**src/rtl/rpm_range_if.sv**
```systemverilog
// Tach classifier bus: raw pulse and ignition in, classified range, strobe and count out.
interface rpm_range_if #(
  parameter int unsigned CNT_W = 12
);
  logic             pulse_in;
  logic             ign_on;
  logic [1:0]       rev_range;
  logic             range_valid;
  logic [CNT_W-1:0] pulse_count;

  modport master (
    output pulse_in,
    output ign_on,
    input  rev_range,
    input  range_valid,
    input  pulse_count
  );

  modport slave (
    input  pulse_in,
    input  ign_on,
    output rev_range,
    output range_valid,
    output pulse_count
  );
endinterface

```
**src/rtl/rpm_range_classifier.sv**
```systemverilog
// Counts tach pulse edges per fixed window and classifies the count into a 2-bit rev range.
// Optional downward hysteresis in RUN enabled by defining RPM_HYST_EN.
module rpm_range_classifier #(
  parameter int unsigned WINDOW_CYCLES = 1000,
  parameter int unsigned CNT_W         = 12,
  parameter int unsigned TH1           = 10,
  parameter int unsigned TH2           = 30,
  parameter int unsigned TH3           = 60,
  parameter int unsigned HYST          = 2
) (
  input  logic        clk,
  input  logic        reset,
  rpm_range_if.slave  bus
);

  localparam int unsigned WIN_W = $clog2(WINDOW_CYCLES);
  localparam int unsigned EXT_W = CNT_W + 1;
  localparam logic [WIN_W-1:0] WIN_LAST = WIN_W'(WINDOW_CYCLES - 1);
  localparam logic [CNT_W-1:0] ACC_MAX  = {CNT_W{1'b1}};

  typedef enum logic [1:0] {
    ST_OFF = 2'd0,
    ST_ACQ = 2'd1,
    ST_RUN = 2'd2
  } state_e;

  state_e           state_q, state_d;
  logic [2:0]       sync_q, sync_d;
  logic [WIN_W-1:0] win_q, win_d;
  logic [CNT_W-1:0] acc_q, acc_d;
  logic [1:0]       rev_range_q, rev_range_d;
  logic             range_valid_q, range_valid_d;
  logic [CNT_W-1:0] pulse_count_q, pulse_count_d;

  logic             edge_c;
  logic             terminal_c;
  logic [CNT_W-1:0] acc_inc_c;
  logic [1:0]       raw_c;
  logic [1:0]       new_range_c;

  function automatic logic [1:0] classify(input logic [EXT_W-1:0] c);
    logic [1:0] r;
    if (c >= EXT_W'(TH3))      r = 2'b11;
    else if (c >= EXT_W'(TH2)) r = 2'b10;
    else if (c >= EXT_W'(TH1)) r = 2'b01;
    else                       r = 2'b00;
    return r;
  endfunction

  // sync_q[1] is the synchronized level, sync_q[2] its one-cycle-old copy
  assign edge_c     = sync_q[1] & ~sync_q[2];
  assign terminal_c = (win_q == WIN_LAST);
  assign acc_inc_c  = (edge_c && (acc_q != ACC_MAX)) ? acc_q + CNT_W'(1) : acc_q;
  assign raw_c      = classify({1'b0, acc_inc_c});

`ifdef RPM_HYST_EN
  logic [EXT_W-1:0] down_sum_c;
  logic [1:0]       down_c;
  logic [1:0]       hyst_c;

  // A downward step needs the count to clear the lower threshold by HYST pulses
  assign down_sum_c = {1'b0, acc_inc_c} + EXT_W'(HYST);
  assign down_c     = classify(down_sum_c);
  assign hyst_c     = (raw_c >= rev_range_q) ? raw_c :
                      ((down_c < rev_range_q) ? down_c : rev_range_q);
  assign new_range_c = (state_q == ST_RUN) ? hyst_c : raw_c;
`else
  assign new_range_c = raw_c;
`endif

  // State register and all datapath registers
  always_ff @(posedge clk or posedge reset) begin
    if (reset) begin
      state_q       <= ST_OFF;
      sync_q        <= '0;
      win_q         <= '0;
      acc_q         <= '0;
      rev_range_q   <= 2'b00;
      range_valid_q <= 1'b0;
      pulse_count_q <= '0;
    end else begin
      state_q       <= state_d;
      sync_q        <= sync_d;
      win_q         <= win_d;
      acc_q         <= acc_d;
      rev_range_q   <= rev_range_d;
      range_valid_q <= range_valid_d;
      pulse_count_q <= pulse_count_d;
    end
  end

  // Next-state and register-input logic
  always_comb begin
    state_d       = state_q;
    sync_d        = {sync_q[1:0], bus.pulse_in};
    win_d         = win_q;
    acc_d         = acc_q;
    rev_range_d   = rev_range_q;
    range_valid_d = 1'b0;
    pulse_count_d = pulse_count_q;

    case (state_q)
      ST_OFF: begin
        win_d         = '0;
        acc_d         = '0;
        rev_range_d   = 2'b00;
        pulse_count_d = '0;
        if (bus.ign_on) state_d = ST_ACQ;
      end
      ST_ACQ, ST_RUN: begin
        if (!bus.ign_on) begin
          // Ignition loss beats a coinciding window close
          state_d       = ST_OFF;
          win_d         = '0;
          acc_d         = '0;
          rev_range_d   = 2'b00;
          pulse_count_d = '0;
        end else if (terminal_c) begin
          state_d       = ST_RUN;
          win_d         = '0;
          acc_d         = '0;
          pulse_count_d = acc_inc_c;
          rev_range_d   = new_range_c;
          range_valid_d = 1'b1;
        end else begin
          win_d = win_q + WIN_W'(1);
          acc_d = acc_inc_c;
        end
      end
      default: begin
        state_d = ST_OFF;
      end
    endcase
  end

  assign bus.rev_range   = rev_range_q;
  assign bus.range_valid = range_valid_q;
  assign bus.pulse_count = pulse_count_q;

endmodule

```
**src/flat_wrapper.sv**
```systemverilog
// flat-port wrapper written by rule: the top's interface ports become plain ports
module rpm_range_classifier_flat 
#(
  parameter int unsigned WINDOW_CYCLES = 1000,
  parameter int unsigned CNT_W         = 12,
  parameter int unsigned TH1           = 10,
  parameter int unsigned TH2           = 30,
  parameter int unsigned TH3           = 60,
  parameter int unsigned HYST          = 2
)
  (clk, reset, bus_pulse_in, bus_ign_on, bus_rev_range, bus_range_valid, bus_pulse_count);
  rpm_range_if #(.CNT_W(CNT_W)) bus_i ();
  input  logic clk;
  input  logic reset;
  input wire logic [$bits(bus_i.pulse_in)-1:0] bus_pulse_in;
  input wire logic [$bits(bus_i.ign_on)-1:0] bus_ign_on;
  output wire logic [$bits(bus_i.rev_range)-1:0] bus_rev_range;
  output wire logic [$bits(bus_i.range_valid)-1:0] bus_range_valid;
  output wire logic [$bits(bus_i.pulse_count)-1:0] bus_pulse_count;
  assign bus_i.pulse_in = bus_pulse_in;
  assign bus_i.ign_on = bus_ign_on;
  assign bus_rev_range = bus_i.rev_range;
  assign bus_range_valid = bus_i.range_valid;
  assign bus_pulse_count = bus_i.pulse_count;
  rpm_range_classifier #(.WINDOW_CYCLES(WINDOW_CYCLES), .CNT_W(CNT_W), .TH1(TH1), .TH2(TH2), .TH3(TH3), .HYST(HYST)) u_core (.clk(clk), .reset(reset), .bus(bus_i));
endmodule
```
**config.mk**
```make
export PLATFORM = sky130hd
export DESIGN_NAME = rpm_range_classifier_flat
export DESIGN_NICKNAME = d
export VERILOG_FILES = /design/src/rtl/rpm_range_if.sv /design/src/rtl/rpm_range_classifier.sv /design/src/flat_wrapper.sv
export SDC_FILE = /design/constraint.sdc
export NUM_CORES = 1
export LEC_CHECK = 0
export ABC_CLOCK_PERIOD_IN_PS = 2400
export BUFFER_PORTS_ARGS = -buffer_cell sky130_fd_sc_hd__buf_4
export CELL_PAD_IN_SITES_DETAIL_PLACEMENT = 0
export CELL_PAD_IN_SITES_GLOBAL_PLACEMENT = 1
export CORE_UTILIZATION = 45
export CTS_CLUSTER_DIAMETER = 30
export DETAILED_ROUTE_END_ITERATION = 10
export PLACE_DENSITY = 0.9
export SETUP_SLACK_MARGIN = 0.4
export SYNTH_ARGS = -nofsm -noshare
export SYNTH_HDL_FRONTEND = slang
export SYNTH_SLANG_ARGS = --single-unit
```
**constraint.sdc**
```tcl
create_clock -name clk -period 2.4 [get_ports clk]
set_input_delay 0.24 -clock clk [delete_from_list [all_inputs] [get_ports clk]]
set_output_delay 0.24 -clock clk [all_outputs]
set_load 0.03 [all_outputs]
```
==> results of run 1 <==
## worst max-delay path: cells and delay by family (launching register included)
kind                     cells  cell delay, ns
AND/OR/NAND/NOR              2            0.78
adder cells (fa/ha/maj)      1            0.15
flip-flops                   1            0.36
buffers and inverters        1            0.13
AO/OA/AOI/OAI                3            0.42
XOR/XNOR                     1            0.26
## cells in the mapped netlist (all sizes together), types with 2 or more instances
master and count:
and3 3, or4 3, xor2 4, nor3 5, or3 3, nor2b 3, o211ai 2, nand3 12
ha 5, buf 4, a21oi 4, and4 2, and2 2, nand4 8, nor2 9, clkbuf 9
mux2i 6, nand2 35, inv 7, dfrtp 42, xnor2 4, a41oi 2, o31ai 4, o21ai 36
nand2b 5
## how the worst max path moves through the flow
stage                          startpoint                       to  slack [ns]  cells past startpoint
final                     u_core.acc_q[0]  u_core.bus.rev_range[0]        0.17                      8
after global routing      u_core.acc_q[0]  u_core.bus.rev_range[1]        0.10                      9
after CTS                 u_core.acc_q[0]  u_core.bus.rev_range[0]        0.28                      7
after detailed placement  u_core.acc_q[1]  u_core.bus.rev_range[0]        0.11                      7
after global placement    u_core.acc_q[8]  u_core.bus.rev_range[0]        0.19                      6
after floorplan           u_core.acc_q[0]  u_core.bus.rev_range[0]        0.28                      7
## repair_timing
item | in CTS | in global routing
pin swaps | 10 | 7
gates resized for setup | 17 | 13
endpoints found under the setup margin | 31 | 19
buffers inserted | 28 | 5
## sequential cells by signal, summed over array words and instances, names as in the netlist
name and count:
u_core.bus.range_valid 1, u_core.bus.rev_range 2, u_core.sync_q 3, u_core.acc_q 12, u_core.win_q 10, u_core.bus.pulse_count 12
u_core.state_q 2
## routing by layer
layer	part of all wire, %	vias to the layer above	wire [µm]	track usage [%]
li1	-	929	-	-
met1	46	919	2440	30.5
met3	4.1	9	217	4.78
met5	0	-	0	0
met4	1.3	0	70	8.71
met2	48	51	2570	35.0
## layout make-up
| type | instances | area [µm²] |
|---|---|---|
| fill | 408 | 1680 |
| tap | 52 | 65.1 |
| inverter | 7 | 26.3 |
| clock buffer | 6 | 72.6 |
| clock inverter | 1 | 7.51 |
| multi-input combinational | 170 | 1150 |
| timing repair buffer | 59 | 443 |
| sequential | 42 | 1060 |
## where the power goes
group	switching [mW]	internal (mW)
combinational	0.148	0.102
sequential	0.0195	0.730
clock	0.226	0.199
## logic make-up after synthesis
| family | count (synthesis) | synth area share [%] |
|---|---|---|
| flops | 42 | 48.2 |
| compound gates | 55 | 15.3 |
| mux | 7 | 3.27 |
| fa+ha+maj | 5 | 2.87 |
| simple gates | 95 | 23.4 |
| xor+xnor | 8 | 3.21 |
| buf+inv | 20 | 3.84 |
==> results.ini, run 1 <==
[floorplan]
floorplan.initialDensity_pct=48.4
rows=24
die_w_um=71.6
fp.dieH_um=71.6
die-area_mm2=0.00513
io_pins=19
core_mm2=0.00450

[yosys]
synth_top_area_cell=dfrtp_1
yosysWarningCount=0
syn_nets=241
yosysSeqAreaShare_pct=48.2
syn_inst=232
yosysUniqueCellTypes=47
synth_edf_count=0
ys_async_sr_fraction_pct=100
ys_top_cells_by_area=dfrtp_1 48%, o21ai_0 8.0%, nand2_1 6.0%, ha_1 2.9%, mux2i_1 2.8%
syn_area_per_cell_um2=9.40
synth-main-ff-cell=dfrtp_1
synth_top_area_share_pct=48.2
synth_seq_cells=42
syn_area_mm2=0.00218

[clocking]
insertion_delay_ns=0.29
cts_buffer_depth=2
cts-root-buf=clkbuf_8
clkTransAtPathRegs_ns=0.07
numCtsBuffers=5
cts_tree=built
htreeDepth=2
holdBufCountCts=0
clock_sinks=42

[worst_hold_path]
worst_hold_startpoint=bus_pulse_in
holdPathStages=1
min_delay_worst_endpoint=u_core.sync_q[0]
hold_class=in2reg

[power]
p_per_area_mw_per_mm2=503
finalPower_mw=1.42
leakage_nw=1.24
max-vdd-ir-drop_v=0.000283

[routing]
wl_um=5290
drt_iter0_drc=103
first_pass_iters=4
num_vias=1908
drt-wirelength-per-cell_um=15.7
via_per_inst=5.66
drc=0
postRouteAntennaNets=0

[grt]
grt_pass1_wl_um=8780
grt_pass1_vias=1833
grt_usage_pct=22.3
antenna_found_initial=0
grt_remaining_overflow=0
grt_max_degree=43

[cells_and_area]
final_cell_mix=59 x buf_4, 36 x dfrtp_1, 35 x nand2_1
finish.utilization_pct=62.8
mostFrequentLayoutCell=buf_4
antennaDiodeCount=0
instances_no_fill=337
area_growth_pct=29.7
nNetsFinal=294
final_layout_size_suffix_gt1_share_pct=34.4
fin_area_mm2=0.00283

[placement]
dp_hpwl_um=3260
place_ws_ns=0.108
dpl-instance-area_mm2=0.00241
numPortBuffers=18
dpl.cell_count=297
gp_congestion=0.833

[worst_setup_path]
critPathArrivalTime_ns=2.38
cpPeakStageDelay_ns=0.56
path_cells=buf_4 > ha_4 > and3_4 > o211ai_1 > xor2_2 > or4_4 > o2111ai_2 > o211ai_1
crit_path_start_kind=register
critPathCaptureType=register
path_common_cell=o211ai_1
r2r_end=u_core.bus.rev_range[0]
r2r-start=u_core.acc_q[0]
path_class=reg2reg
r2r_slack_ns=0.17
reg2regPathDepth=8
required_ns=2.55
crit_fanout=5
crit_slowest_cell=or4_4

[sta]
skew_ns=0.00589
setup-violations-final=0
fin_crit_sh_pct=92.9
fmax_mhz=449
finalCriticalPeriod_ns=2.23
final.setup.worst_slack_ns=0.171
final_max_slew_viol_count=0
rsz0062_at_grt=yes
timing.hold.ws_ns=0.0624
worst_pin_slew_ns=0.516
tns_ns=0
maxSlewHeadroom_pct=65.6
hold_viol=0

[status]
outcome=finished, final reports clean

[flow_run]
drv_cap=0

No activity file was read; power rests on OpenSTA's default activity.
==> run 2: changes to the inputs <==
CORE_UTILIZATION = 42   (was 45)
PLACE_DENSITY = 0.85   (was 0.9)
==> results.ini, run 2 (synthesis results as in run 1) <==
[routing]
drc=0
wl_met3_um=162
met2_length_um=2620
top_layer=met4
drt_iter0_drc=129
via_per_inst=5.46
wl_um=5110
drt-wirelength-per-cell_um=14.8
first_pass_iters=4
m1WireLength_um=2300
num_vias=1890
postRouteAntennaNets=0

[clocking]
cts-root-buf=clkbuf_8
clkTransAtPathRegs_ns=0.08
holdBufCountCts=0
clock_sinks=42
cts_buffer_depth=2
cts_tree=built
htreeDepth=2
numCtsBuffers=5
insertion_delay_ns=0.29

[cells_and_area]
fin_area_mm2=0.00277
mostFrequentLayoutCell=buf_4
final_layout_size_suffix_gt1_share_pct=30.8
nFillCells=449
instances_no_fill=346
final_cell_mix=52 x buf_4, 37 x dfrtp_1, 35 x nand2_1
nNetsFinal=287
antennaDiodeCount=0
area_growth_pct=27.0

[worst_setup_path]
path_common_cell=buf_4
crit_buf_inv=2
crit_fanout=5
path_delay_family=simple AND/OR/NAND/NOR gates
r2r-start=u_core.acc_q[7]
cpPeakStageDelay_ns=0.40
reg2regPathDepth=8
crit_path_start_kind=register
path_cells=buf_4 > and4_1 > buf_4 > a41oi_2 > mux2i_1 > or4_4 > nor4b_4 > o21ai_2
r2r_slack_ns=0.26
cp-startpoint=u_core.acc_q[7]
critPathCaptureType=register
crit_slowest_cell=dfrtp_1
critPathArrivalTime_ns=2.32
cp.depth=8
required_ns=2.58
path_class=reg2reg

[power]
p_per_area_mw_per_mm2=522
leakage_nw=1.23
max-vdd-ir-drop_v=0.000463

[placement]
dp_hpwl_um=3250
dpl-instance-area_mm2=0.00245
dpl.cell_count=316
numPortBuffers=18
place_ws_ns=0.140
gp_congestion=0.788

[flow_run]
drv_cap=0

[sta]
fmax_mhz=468
final_max_slew_viol_count=0
timing.hold.ws_ns=0.0516
hold_viol=0
fin_crit_sh_pct=89.1
finalCriticalPeriod_ns=2.14
tns_ns=0
final.setup.worst_slack_ns=0.262
maxSlewHeadroom_pct=64.7
skew_ns=0.00697
setup-violations-final=0
rsz0062_at_grt=yes
worst_pin_slew_ns=0.530

[worst_hold_path]
worst_hold_startpoint=bus_pulse_in
holdPathStages=1
hold_class=in2reg

[floorplan]
io_pins=19
die-area_mm2=0.00548
rows=25
floorplan.initialDensity_pct=45.0
fp.dieH_um=74.1
core_mm2=0.00485
die_w_um=74.1

[grt]
grt_remaining_overflow=0
grt_pass1_wl_um=8660
grt_usage_pct=20.9
grt_max_degree=43
grt_pass1_vias=1850
antenna_found_initial=0

[status]
outcome=finished, final reports clean

run 2: cell types whose count changed in the layout (fill, tap and decap cells not counted), sizes merged:
| cell | previous run | this run |
|---|---|---|
| clkbuf | 6 | 7 |
| buf | 59 | 52 |
| clkinv | 0 | 1 |
| clkinvlp | 1 | 0 |
run 2: layout make-up:
cell class                      count  area (µm²)  area share (%)
Clock inverter                      1        5.00           0.181
Timing Repair Buffer               52         390            14.1
Tap cell                           67        83.8            3.03
Sequential cell                    42        1060            38.2
Clock buffer                        7        86.3            3.12
Multi-Input combinational cell    170        1120            40.4
Inverter                            7        26.3           0.949
run 2: layer usage:
layer	GRT usage [%]	up-vias
met1	26.2	934
met2	36.0	30
met4	6.20	0
met5	0	-
li1	-	920
met3	4.74	6
run 2: repair_timing:
action,4_1_cts,5_1_grt
endpoints found under the setup margin,16,23
gates resized for setup,12,4
pin swaps,7,5
buffers inserted,20,2
run 2: per-stage QoR:
stage / utilization [%] / power, mW
floorplan: - / 0.908
global placement: 50.6 / 0.969
detailed placement: 50.6 / 0.974
CTS: 56.6 / 1.46
global route: 57.1 / 1.52
finish: 57.1 / 1.45
run 2: path summary, 6_finish.rpt:
path	endpoint
max	u_core.bus.rev_range[1]
min	u_core.sync_q[0]
max reg2reg	u_core.bus.rev_range[1]
min reg2reg	u_core.sync_q[1]
max in group asynchronous	u_core.acc_q[9]
min in group asynchronous	u_core.bus.range_valid
run 2: where the power goes:
group / leakage (nW) / switching [mW] / internal [mW]
sequential: 0.568 / 0.0166 / 0.730
combinational: 0.613 / 0.145 / 0.0892
clock: 0.0482 / 0.234 / 0.232
